--- src/rtl/stop_watch_ctrl.sv ---
// stop_watch_ctrl: run/pause/clear sequencing for the stopwatch counters,
// a small ring of lap captures, and selection of the value shown on the FND.
//
//   state    | meaning
//   ---------+-------------------------------------------------------------
//   IDLE     | stopped at power-up or after clear; live time shown
//   RUN      | time base gated into counters; live time shown
//   LAP_HOLD | still counting; display frozen on the latest lap capture
//   PAUSE    | counting stopped; live (frozen) time shown
//   REVIEW   | counting stopped; stepping through stored laps, newest first
//
// Every output is a register. The next-state logic also computes the value
// that each output will carry in the following cycle, so a button pulse
// sampled at one edge is fully reflected right after that edge.
module stop_watch_ctrl #(
  parameter int LAP_DEPTH = 4
) (
  input  logic        clk,
  input  logic        reset_n,
  input  logic        btn_start,
  input  logic        btn_lap,
  input  logic        btn_clear,
  input  logic [15:0] live_value,
  output logic        count_en,
  output logic        count_clr,
  output logic [15:0] value,
  output logic        lap,
  output logic [3:0]  lap_count,
  output logic [3:0]  lap_sel,
  output logic [2:0]  state
);

  localparam int PTR_W = (LAP_DEPTH > 1) ? $clog2(LAP_DEPTH) : 1;
  localparam logic [3:0] DEPTH_CNT = 4'(LAP_DEPTH);

  typedef enum logic [2:0] {
    IDLE     = 3'd0,
    RUN      = 3'd1,
    LAP_HOLD = 3'd2,
    PAUSE    = 3'd3,
    REVIEW   = 3'd4
  } state_t;

  state_t             state_q;
  state_t             state_d;

  logic [PTR_W-1:0]   wr_ptr_q;
  logic [15:0]        hold_q;
  logic [15:0]        mem [LAP_DEPTH];

  logic               clr_d;
  logic               empty_d;
  logic               capture;
  logic [3:0]         sel_d;
  logic               en_d;
  logic               lap_d;
  logic [15:0]        value_d;
  logic [PTR_W-1:0]   rd_idx;

  // Next state, pending actions and next lap selection; clear > start > lap.
  always_comb begin
    state_d = state_q;
    clr_d   = 1'b0;
    empty_d = 1'b0;
    capture = 1'b0;
    sel_d   = 4'd0;

    case (state_q)
      IDLE: begin
        if (btn_clear) begin
          clr_d   = 1'b1;
          empty_d = 1'b1;
        end else if (btn_start) begin
          state_d = RUN;
        end
      end

      RUN: begin
        // Clear has no meaning while counting, so it does not mask start/lap.
        if (btn_start) begin
          state_d = PAUSE;
        end else if (btn_lap) begin
          capture = 1'b1;
          state_d = LAP_HOLD;
        end
      end

      LAP_HOLD: begin
        if (btn_clear) begin
          state_d = RUN;
        end else if (btn_start) begin
          state_d = PAUSE;
        end else if (btn_lap) begin
          capture = 1'b1;
        end
      end

      PAUSE: begin
        if (btn_clear) begin
          clr_d   = 1'b1;
          empty_d = 1'b1;
          state_d = IDLE;
        end else if (btn_start) begin
          state_d = RUN;
        end else if (btn_lap && (lap_count != 4'd0)) begin
          state_d = REVIEW;
          sel_d   = 4'd1;
        end
      end

      REVIEW: begin
        if (btn_clear) begin
          clr_d   = 1'b1;
          empty_d = 1'b1;
          state_d = IDLE;
        end else if (btn_start) begin
          state_d = PAUSE;
        end else if (btn_lap) begin
          sel_d = (lap_sel == lap_count) ? 4'd1 : lap_sel + 4'd1;
        end else begin
          sel_d = lap_sel;
        end
      end

      default: begin
        state_d = IDLE;
      end
    endcase
  end

  // Lap age k lives k slots behind the write pointer; the ring wraps naturally.
  always_comb begin
    rd_idx = wr_ptr_q - sel_d[PTR_W-1:0];
  end

  // Output values for the next cycle, derived from the next state.
  always_comb begin
    en_d    = 1'b0;
    lap_d   = 1'b0;
    value_d = live_value;
    case (state_d)
      RUN: begin
        en_d = 1'b1;
      end
      LAP_HOLD: begin
        en_d    = 1'b1;
        lap_d   = 1'b1;
        value_d = capture ? live_value : hold_q;
      end
      REVIEW: begin
        lap_d   = 1'b1;
        value_d = mem[rd_idx];
      end
      default: begin
        value_d = live_value;
      end
    endcase
  end

  // State, registered outputs, lap bookkeeping and hold register.
  always_ff @(posedge clk) begin
    if (!reset_n) begin
      state_q   <= IDLE;
      count_en  <= 1'b0;
      count_clr <= 1'b0;
      value     <= 16'h0000;
      lap       <= 1'b0;
      lap_sel   <= 4'd0;
      lap_count <= 4'd0;
      wr_ptr_q  <= '0;
      hold_q    <= 16'h0000;
    end else begin
      state_q   <= state_d;
      count_en  <= en_d;
      count_clr <= clr_d;
      value     <= value_d;
      lap       <= lap_d;
      lap_sel   <= sel_d;

      if (empty_d) begin
        lap_count <= 4'd0;
        wr_ptr_q  <= '0;
      end else if (capture) begin
        wr_ptr_q <= wr_ptr_q + PTR_W'(1);
        if (lap_count != DEPTH_CNT) begin
          lap_count <= lap_count + 4'd1;
        end
      end

      if (capture) begin
        hold_q <= live_value;
      end
    end
  end

  // Lap ring storage; contents are only meaningful below lap_count.
  always_ff @(posedge clk) begin
    if (reset_n && capture) begin
      mem[wr_ptr_q] <= live_value;
    end
  end

  assign state = state_q;

endmodule

--- config.mk ---
export PLATFORM = sky130hd
export DESIGN_NAME = stop_watch_ctrl
export DESIGN_NICKNAME = d
export VERILOG_FILES = /design/src/rtl/stop_watch_ctrl.sv
export SDC_FILE = /design/constraint.sdc
export NUM_CORES = 1
export LEC_CHECK = 0
export ABC_CLOCK_PERIOD_IN_PS = 6400
export BUFFER_PORTS_ARGS = -buffer_cell sky130_fd_sc_hd__buf_4
export CAP_MARGIN = 10
export CORE_AREA = 2 2 130 132
export DETAILED_ROUTE_END_ITERATION = 8
export DIE_AREA = 0 0 132 134
export PLACE_DENSITY = 0.51
export SKIP_LAST_GASP = 1
export SYNTH_ARGS = -nofsm -noshare
export SYNTH_HDL_FRONTEND = slang
export SYNTH_SLANG_ARGS = --single-unit
--- constraint.sdc ---
create_clock -name clk -period 6.4 [get_ports clk]
set_input_delay 0.96 -clock clk [delete_from_list [all_inputs] [get_ports clk]]
set_output_delay 0.96 -clock clk [all_outputs]
set_load 0.1 [all_outputs]
==> results of run 1 <==
## cells by family after synthesis
logic type                 after synthesis  share of synthesized area
DFF                                    112                      0.603
adders and majority gates                8                     0.0209
buffers and inverters                   29                     0.0288
AOI/OAI and AO/OA                       57                     0.0897
muxes                                   49                      0.103
and+or+nand+nor                        117                      0.132
xor gates and xnor gates                11                     0.0241
## per-stage QoR
| stage | cells | hold slack, ns | setup WS (ns) | instance area [µm²] | utilization |
|---|---|---|---|---|---|
| 6_report | 651 | 0.452 | 3.32 | 5670 | 0.348 |
| 5_1_grt | 651 | 0.469 | 3.11 | 5670 | 0.348 |
| 4_1_cts | 651 | 0.452 | 3.30 | 5670 | 0.348 |
| 3_5_place_dp | 635 | 0.442 | 3.00 | 5370 | 0.329 |
| 3_3_place_gp | 635 | 0.439 | 3.04 | 5370 | 0.329 |
| 2_1_floorplan | 383 | 0.432 | 2.82 | 4780 | - |
## routing by layer
metal	global-route usage	up-vias
met1	0.152	1466
met3	0.0412	13
met4	0.0368	0
li1	-	1484
met2	0.212	67
met5	0	-
## registers in the layout, indices dropped and copies added (netlist names)
name	count
count_clr	1
count_en	1
lap	1
state	3
lap_sel	4
lap_count	4
value	16
wr_ptr_q	2
hold_q	16
mem	64
## worst max-delay path, delay by kind of cell (launching register included)
family                   cells  cell delay (ns)
AO/OA/AOI/OAI                2             0.52
XOR/XNOR                     2             0.93
adder cells (fa/ha/maj)      2             0.35
buffers and inverters        1             0.09
flip-flops                   1             0.38
multiplexers                 1             0.18
AND/OR/NAND/NOR              2             0.53
## cell usage in the layout, fill, tap and decap left out, drive strengths merged, types with 3 or more instances in the layout
cell type / count
o21ai: 6
nand2: 40
dfxtp: 48
ha: 8
nor2b: 4
inv: 10
a21oi: 21
a211o: 18
and3: 22
nand2b: 3
nor3b: 19
edfxtp: 64
nor2: 18
clkbuf: 10
xnor2: 10
mux2i: 49
buf: 54
## where the power goes
part	total, mW	switching (mW)	internal, mW
Clock	0.568	0.258	0.309
Combinational	0.171	0.126	0.0454
Sequential	0.781	0.00754	0.773
## cell type report
class                   instances  share of cell area
flip-flops and latches        112               0.508
multi-input cells             242               0.313
repair buffers                 54              0.0715
well taps                     220              0.0486
clock buffers                  10              0.0404
clock inverters                 6              0.0130
inverters                       7             0.00463
## worst min path at each step
stage	from	to	slack (ns)	cells past startpoint
finish	hold_q[9]	hold_q[9]	0.45	2
global route	hold_q[14]	hold_q[14]	0.47	2
CTS	hold_q[12]	hold_q[12]	0.45	2
detailed placement	hold_q[12]	hold_q[12]	0.44	2
global placement	hold_q[15]	hold_q[15]	0.44	2
floorplan	hold_q[0]	hold_q[0]	0.43	2
==> results.py, run 1 <==
metrics = {
    "floorplan": {
        "die_w_um": 132,
        "die_h_um": 134,
        "ios": 51,
        "coreArea_um2": 16300,
        "placementRows": 47,
        "start_util": 0.294,
        "dieArea_um2": 17700,
    },
    "grt": {
        "grt_max_degree": 33,
        "antenna_found_initial": 0,
        "grt_pass1_wl_mm": 16.9,
        "grt_pass1_vias": 3188,
        "overflow": 0,
        "track_usage": 0.125,
    },
    "timing": {
        "tns_ns": 0,
        "slew_headroom": 0.323,
        "finalMaxSlewViolations": 0,
        "fmax_mhz": 325,
        "hold_viol_final": 0,
        "skew_ns": 0.00864,
        "fin_crit_sh": 0.481,
        "worst_pin_slew_ns": 1.02,
        "rsz0062_at_grt": "false",
        "post-route-min-period_ns": 3.08,
        "setup_violations": 0,
    },
    "logic_synthesis": {
        "yosysMostFrequentCell": "edfxtp_1",
        "syn_area_per_cell_um2": 12.5,
        "synth_async_sr_flop_share": 0,
        "synth_flop_cell": "edfxtp_1",
        "mappedNetlistNets": 412,
        "yosysSeqAreaShare": 0.603,
        "synth_edf_count": 64,
        "ys_top_cells_by_area": "edfxtp_1 (40%), dfxtp_1 (20%), mux2i_1 (10%), a211o_1 (3.3%), nand2_1 (3.1%)",
        "netlist.area_leader.share": 0.402,
        "ys_ff_latch": 112,
        "yosysUniqueCellTypes": 43,
        "post_synth_inst_count": 383,
        "netlist_area_um2": 4780,
        "synth_common_cells": "edfxtp_1 (64), mux2i_1 (49), dfxtp_1 (48)",
        "synth_top_area_cell": "edfxtp_1",
        "yosysWarnings": 0,
    },
    "clocking": {
        "h-tree-depth": 3,
        "cts_buffers": 9,
        "clock_path_buffers": 2,
        "cts-root-buf": "clkbuf_16",
        "cts.sinks": 112,
        "clock_latency_ns": 0.35,
        "cts_hold_buf": 0,
        "clkTransAtPathRegs_ns": 0.07,
        "cts_setup_buffers": 0,
        "cts_resized": 0,
        "cts_tree": "built",
    },
    "setup_path": {
        "critical_path_class": "flop to flop",
        "slowest_stage": "xnor2_4",
        "r2r-end": "value[12]",
        "crit_arrival_ns": 3.32,
        "max_stage_delay_ns": 0.74,
        "end_kind": "flop",
        "cp.required_ns": 6.64,
        "critPathLaunch": "lap_count[0]",
        "crit_path_end": "value[12]",
        "r2r_cells": 10,
        "r2r-start": "lap_count[0]",
        "start_kind": "flop",
        "worstPathCellList": "inv_1 > ha_1 > nor3b_2 > and4b_1 > o21a_1 > ha_1 > xnor2_1 > xnor2_4 > mux2i_1 > a211o_1",
        "rrSetupSlack_ns": 3.32,
        "crit_top_cell": "ha_1",
        "path_max_fanout": 16,
    },
    "detailed_routing": {
        "routed.top_layer": "met4",
        "wl_per_cell_um": 16.2,
        "dr_wl_met3_um": 541,
        "viasPerCell": 4.65,
        "drt_iter0_drc": 155,
        "wl_mm": 10.6,
        "wl_met1_mm": 4.75,
        "first_pass_iters": 4,
        "wl_met2_mm": 5.11,
        "vias": 3030,
        "ant_nets": 0,
        "drc_errors": 0,
    },
    "final_layout": {
        "diodes": 0,
        "multi_input_area_um2": 1780,
        "final_net_count": 455,
        "regArea_um2": 2880,
        "fill_cells": 1639,
        "area_delta_synth_final_pct": 18.5,
        "drive_above_1_share": 0.186,
    },
    "place": {
        "dpl.hpwl_mm": 6.33,
        "gp_congestion": 0.832,
        "io_buffers": 50,
    },
    "power_and_ir_drop": {
        "vdd_drop_max_mv": 0.147,
        "p_per_area_nw_per_um2": 268,
        "finalPower_mw": 1.52,
        "p_leak_nw": 2.43,
    },
    "min_path": {
        "min_path_type": "flop to flop",
    },
    "flow_run": {
        "cap_violations": 0,
    },
    "outcome": {
        "outcome": "complete, no violations",
    },
}
(Power assumes the default switching activity.)
==> inputs of run 2 (changes only) <==
==> config.mk (replaced) <==
export PLATFORM = sky130hd
export DESIGN_NAME = stop_watch_ctrl
export DESIGN_NICKNAME = d
export VERILOG_FILES = /design/src/rtl/stop_watch_ctrl.sv
export SDC_FILE = /design/constraint.sdc
export NUM_CORES = 1
export LEC_CHECK = 0
export ABC_AREA = 1
export ABC_CLOCK_PERIOD_IN_PS = 2550
export BUFFER_PORTS_ARGS = -buffer_cell sky130_fd_sc_hd__buf_4
export CAP_MARGIN = 10
export CORE_AREA = 2 2 135 137
export DETAILED_ROUTE_END_ITERATION = 8
export DIE_AREA = 0 0 137 139
export PLACE_DENSITY = 0.52
export SKIP_LAST_GASP = 1
export SYNTH_ARGS = -nofsm -noshare
export SYNTH_HDL_FRONTEND = slang
export SYNTH_SLANG_ARGS = --single-unit
==> constraint.sdc (replaced) <==
create_clock -name clk -period 2.55 [get_ports clk]
set_input_delay 0.3825 -clock clk [delete_from_list [all_inputs] [get_ports clk]]
set_output_delay 0.3825 -clock clk [all_outputs]
set_load 0.1 [all_outputs]
==> run 2 against run 1 <==
Power rose to 2.5 times the previous value. Largest power group unchanged. Wire length is 25% higher. Clock skew grew 0.0041 ns. Largest cell class unchanged. Clock power grew to 2.5 times the previous value. Critical endpoint is now value[2].
==> results.py, run 2 <==
metrics = {
    "outcome": {
        "outcome": "complete, no violations",
    },
    "logic_synthesis": {
        "synth_async_sr_flop_share": 0,
        "syn_area_per_cell_um2": 10.4,
        "netlist.area_leader.share": 0.370,
        "yosysSeqAreaShare": 0.555,
        "yosysWarnings": 0,
        "synth_flop_cell": "edfxtp_1",
        "ys_top_cells_by_area": "edfxtp_1 (37%), dfxtp_1 (19%), nand2_1 (7.8%), mux2i_1 (6.2%), nand3_1 (6.2%)",
        "netlist_area_um2": 5190,
        "mappedNetlistNets": 530,
        "synth_edf_count": 64,
        "yosysMostFrequentCell": "nand2_1",
        "ys_ff_latch": 112,
        "yosysUniqueCellTypes": 35,
        "synth_top_area_cell": "edfxtp_1",
        "synth_common_cells": "nand2_1 (108), edfxtp_1 (64), nand3_1 (64)",
        "post_synth_inst_count": 501,
    },
    "detailed_routing": {
        "drc_errors": 0,
        "drt_iter0_drc": 258,
        "vias": 3751,
        "ant_nets": 0,
        "wl_per_cell_um": 16.4,
        "wl_mm": 13.2,
        "first_pass_iters": 5,
        "viasPerCell": 4.66,
    },
    "final_layout": {
        "final_common_cell": "nand2_1",
        "diodes": 0,
        "final_net_count": 600,
        "largest_reg_flops": 64,
        "fill_cells": 1796,
        "area_delta_synth_final_pct": 21.6,
        "drive_above_1_share": 0.297,
        "top_regs": "mem x64, hold_q x16, value x16",
        "final_cells": 805,
        "regMostFlops": "mem",
        "final_cell_mix": "nand2_1 (108), buf_4 (72), nand3_1 (64), edfxtp_1 (64)",
    },
    "timing": {
        "post-route-min-period_ns": 2.33,
        "setup_violations": 0,
        "hold_viol_final": 0,
        "worst_pin_slew_ns": 0.398,
        "finalMaxSlewViolations": 0,
        "fin_crit_sh": 0.913,
        "fmax_mhz": 429,
        "tns_ns": 0,
        "rsz0062_at_grt": "false",
        "skew_ns": 0.0127,
        "slew_headroom": 0.734,
    },
    "clocking": {
        "cts_hold_buf": 0,
        "clkTransAtPathRegs_ns": 0.08,
        "cts_buffers": 9,
        "clock_path_buffers": 2,
        "h-tree-depth": 3,
        "clock_latency_ns": 0.36,
        "cts-root-buf": "clkbuf_16",
        "cts.sinks": 112,
        "cts_tree": "built",
    },
    "setup_path": {
        "slowest_stage": "dfxtp_4",
        "crit_top_cell": "nand3_1",
        "max_stage_delay_ns": 0.40,
        "cp.required_ns": 2.80,
        "rrSetupSlack_ns": 0.22,
        "crit_arrival_ns": 2.58,
        "start_kind": "flop",
        "path_max_fanout": 6,
        "worstPathCellList": "inv_2 > ha_1 > nand3_1 > nand3_1 > nand2_1 > ha_4 > xor2_2 > inv_2 > nand3_4 > buf_12 > nand3_2 > nand3_2 > nand3_1 > nand2_1 > inv_1",
        "critical_path_class": "flop to flop",
        "end_kind": "flop",
    },
    "grt": {
        "grt_pass1_vias": 3792,
        "antenna_found_initial": 0,
        "track_usage": 0.141,
        "grt_pass1_wl_mm": 20.4,
        "overflow": 0,
        "grt_max_degree": 33,
    },
    "flow_run": {
        "cap_violations": 0,
    },
    "floorplan": {
        "ios": 51,
        "die_w_um": 137,
        "dieArea_um2": 19000,
        "placementRows": 49,
        "start_util": 0.294,
        "die_h_um": 139,
        "coreArea_um2": 17700,
    },
    "power_and_ir_drop": {
        "p_per_area_nw_per_um2": 608,
        "p_leak_nw": 2.81,
        "vdd_drop_max_mv": 0.315,
    },
    "place": {
        "dpl.hpwl_mm": 8.33,
        "gp_congestion": 0.766,
        "io_buffers": 50,
        "place_inst": 779,
    },
    "min_path": {
        "min_path_type": "input port to flop",
    },
}
-- run 2: cell types whose count changed in the layout (fill, tap and decap cells not counted), moves of 18 or more --
cell,previous run,this run
mux2i_1,49,29
nand3_1,1,64
nand2_1,40,108
buf_4,54,72
nand3_2,0,29
a211o_1,18,0
and3_1,22,0
inv_1,7,37
-- run 2: cell type report --
| cell class | instances | area [µm²] | share of cell area |
|---|---|---|---|
| clock buffer | 13 | 250 | 0.0396 |
| sequential | 112 | 2920 | 0.462 |
| multi-input combinational | 325 | 2010 | 0.318 |
| inverter | 47 | 176 | 0.0279 |
| timing repair buffer | 76 | 631 | 0.0999 |
| tap | 229 | 287 | 0.0454 |
| clock inverter | 3 | 42.5 | 0.00674 |
-- run 2: final timing paths --
check,to,cells past startpoint,start
max reg2reg,value[2],15,lap_count[0]
min,mem[2][10],1,live_value[10]
max,value[2],15,lap_count[0]
min reg2reg,hold_q[10],2,hold_q[10]
-- run 2: critical path, delay by kind of cell (launching register included) --
kind	cells	cell delay (ns)
flip-flops	1	0.40
adder cells (fa/ha/maj)	2	0.36
XOR/XNOR	1	0.22
AND/OR/NAND/NOR	8	0.87
buffers and inverters	4	0.36
-- run 2: where the power goes --
| part | internal [mW] | switching, mW |
|---|---|---|
| clock network | 0.789 | 0.636 |
| logic | 0.117 | 0.348 |
| registers | 1.93 | 0.0166 |
-- run 2: kinds of logic after synthesis --
| group | Yosys count | share of synthesized area |
|---|---|---|
| AOI/OAI and AO/OA | 34 | 0.0354 |
| xor gates and xnor gates | 2 | 0.00337 |
| adders and majority gates | 8 | 0.0193 |
| buffers and inverters | 66 | 0.0696 |
| DFF | 112 | 0.555 |
| muxes | 32 | 0.0617 |
| and+or+nand+nor | 247 | 0.255 |
-- run 2: routing by layer --
| layer | part of all wire | track usage | vias up |
|---|---|---|---|
| met3 | 0.040 | 0.0256 | 16 |
| met2 | 0.47 | 0.231 | 75 |
| met1 | 0.47 | 0.182 | 1814 |
| li1 | - | - | 1846 |
| met4 | 0.021 | 0.0581 | 0 |
| met5 | 0 | 0 | - |
-- run 2: stage by stage --
| stage | power, mW | hold WS [ns] | area, µm² | setup slack (ns) | util |
|---|---|---|---|---|---|
| finish | 3.84 | 0.243 | 6310 | 0.221 | 0.357 |
| global route | 3.99 | 0.236 | 6310 | 0.00614 | 0.357 |
| global placement | 2.45 | 0.455 | 5860 | 0.0574 | 0.332 |
| CTS | 3.87 | 0.231 | 6160 | 0.0484 | 0.349 |
| floorplan | 2.32 | 0.446 | 5230 | -0.0412 | - |
| detailed placement | 2.45 | 0.463 | 5860 | 0.0170 | 0.332 |
-- run 2: timing repair --
action / 4_1_cts / 5_1_grt
gates resized for setup: 0 / 9
endpoints found under the setup margin: 0 / 16
buffers inserted: 0 / 6
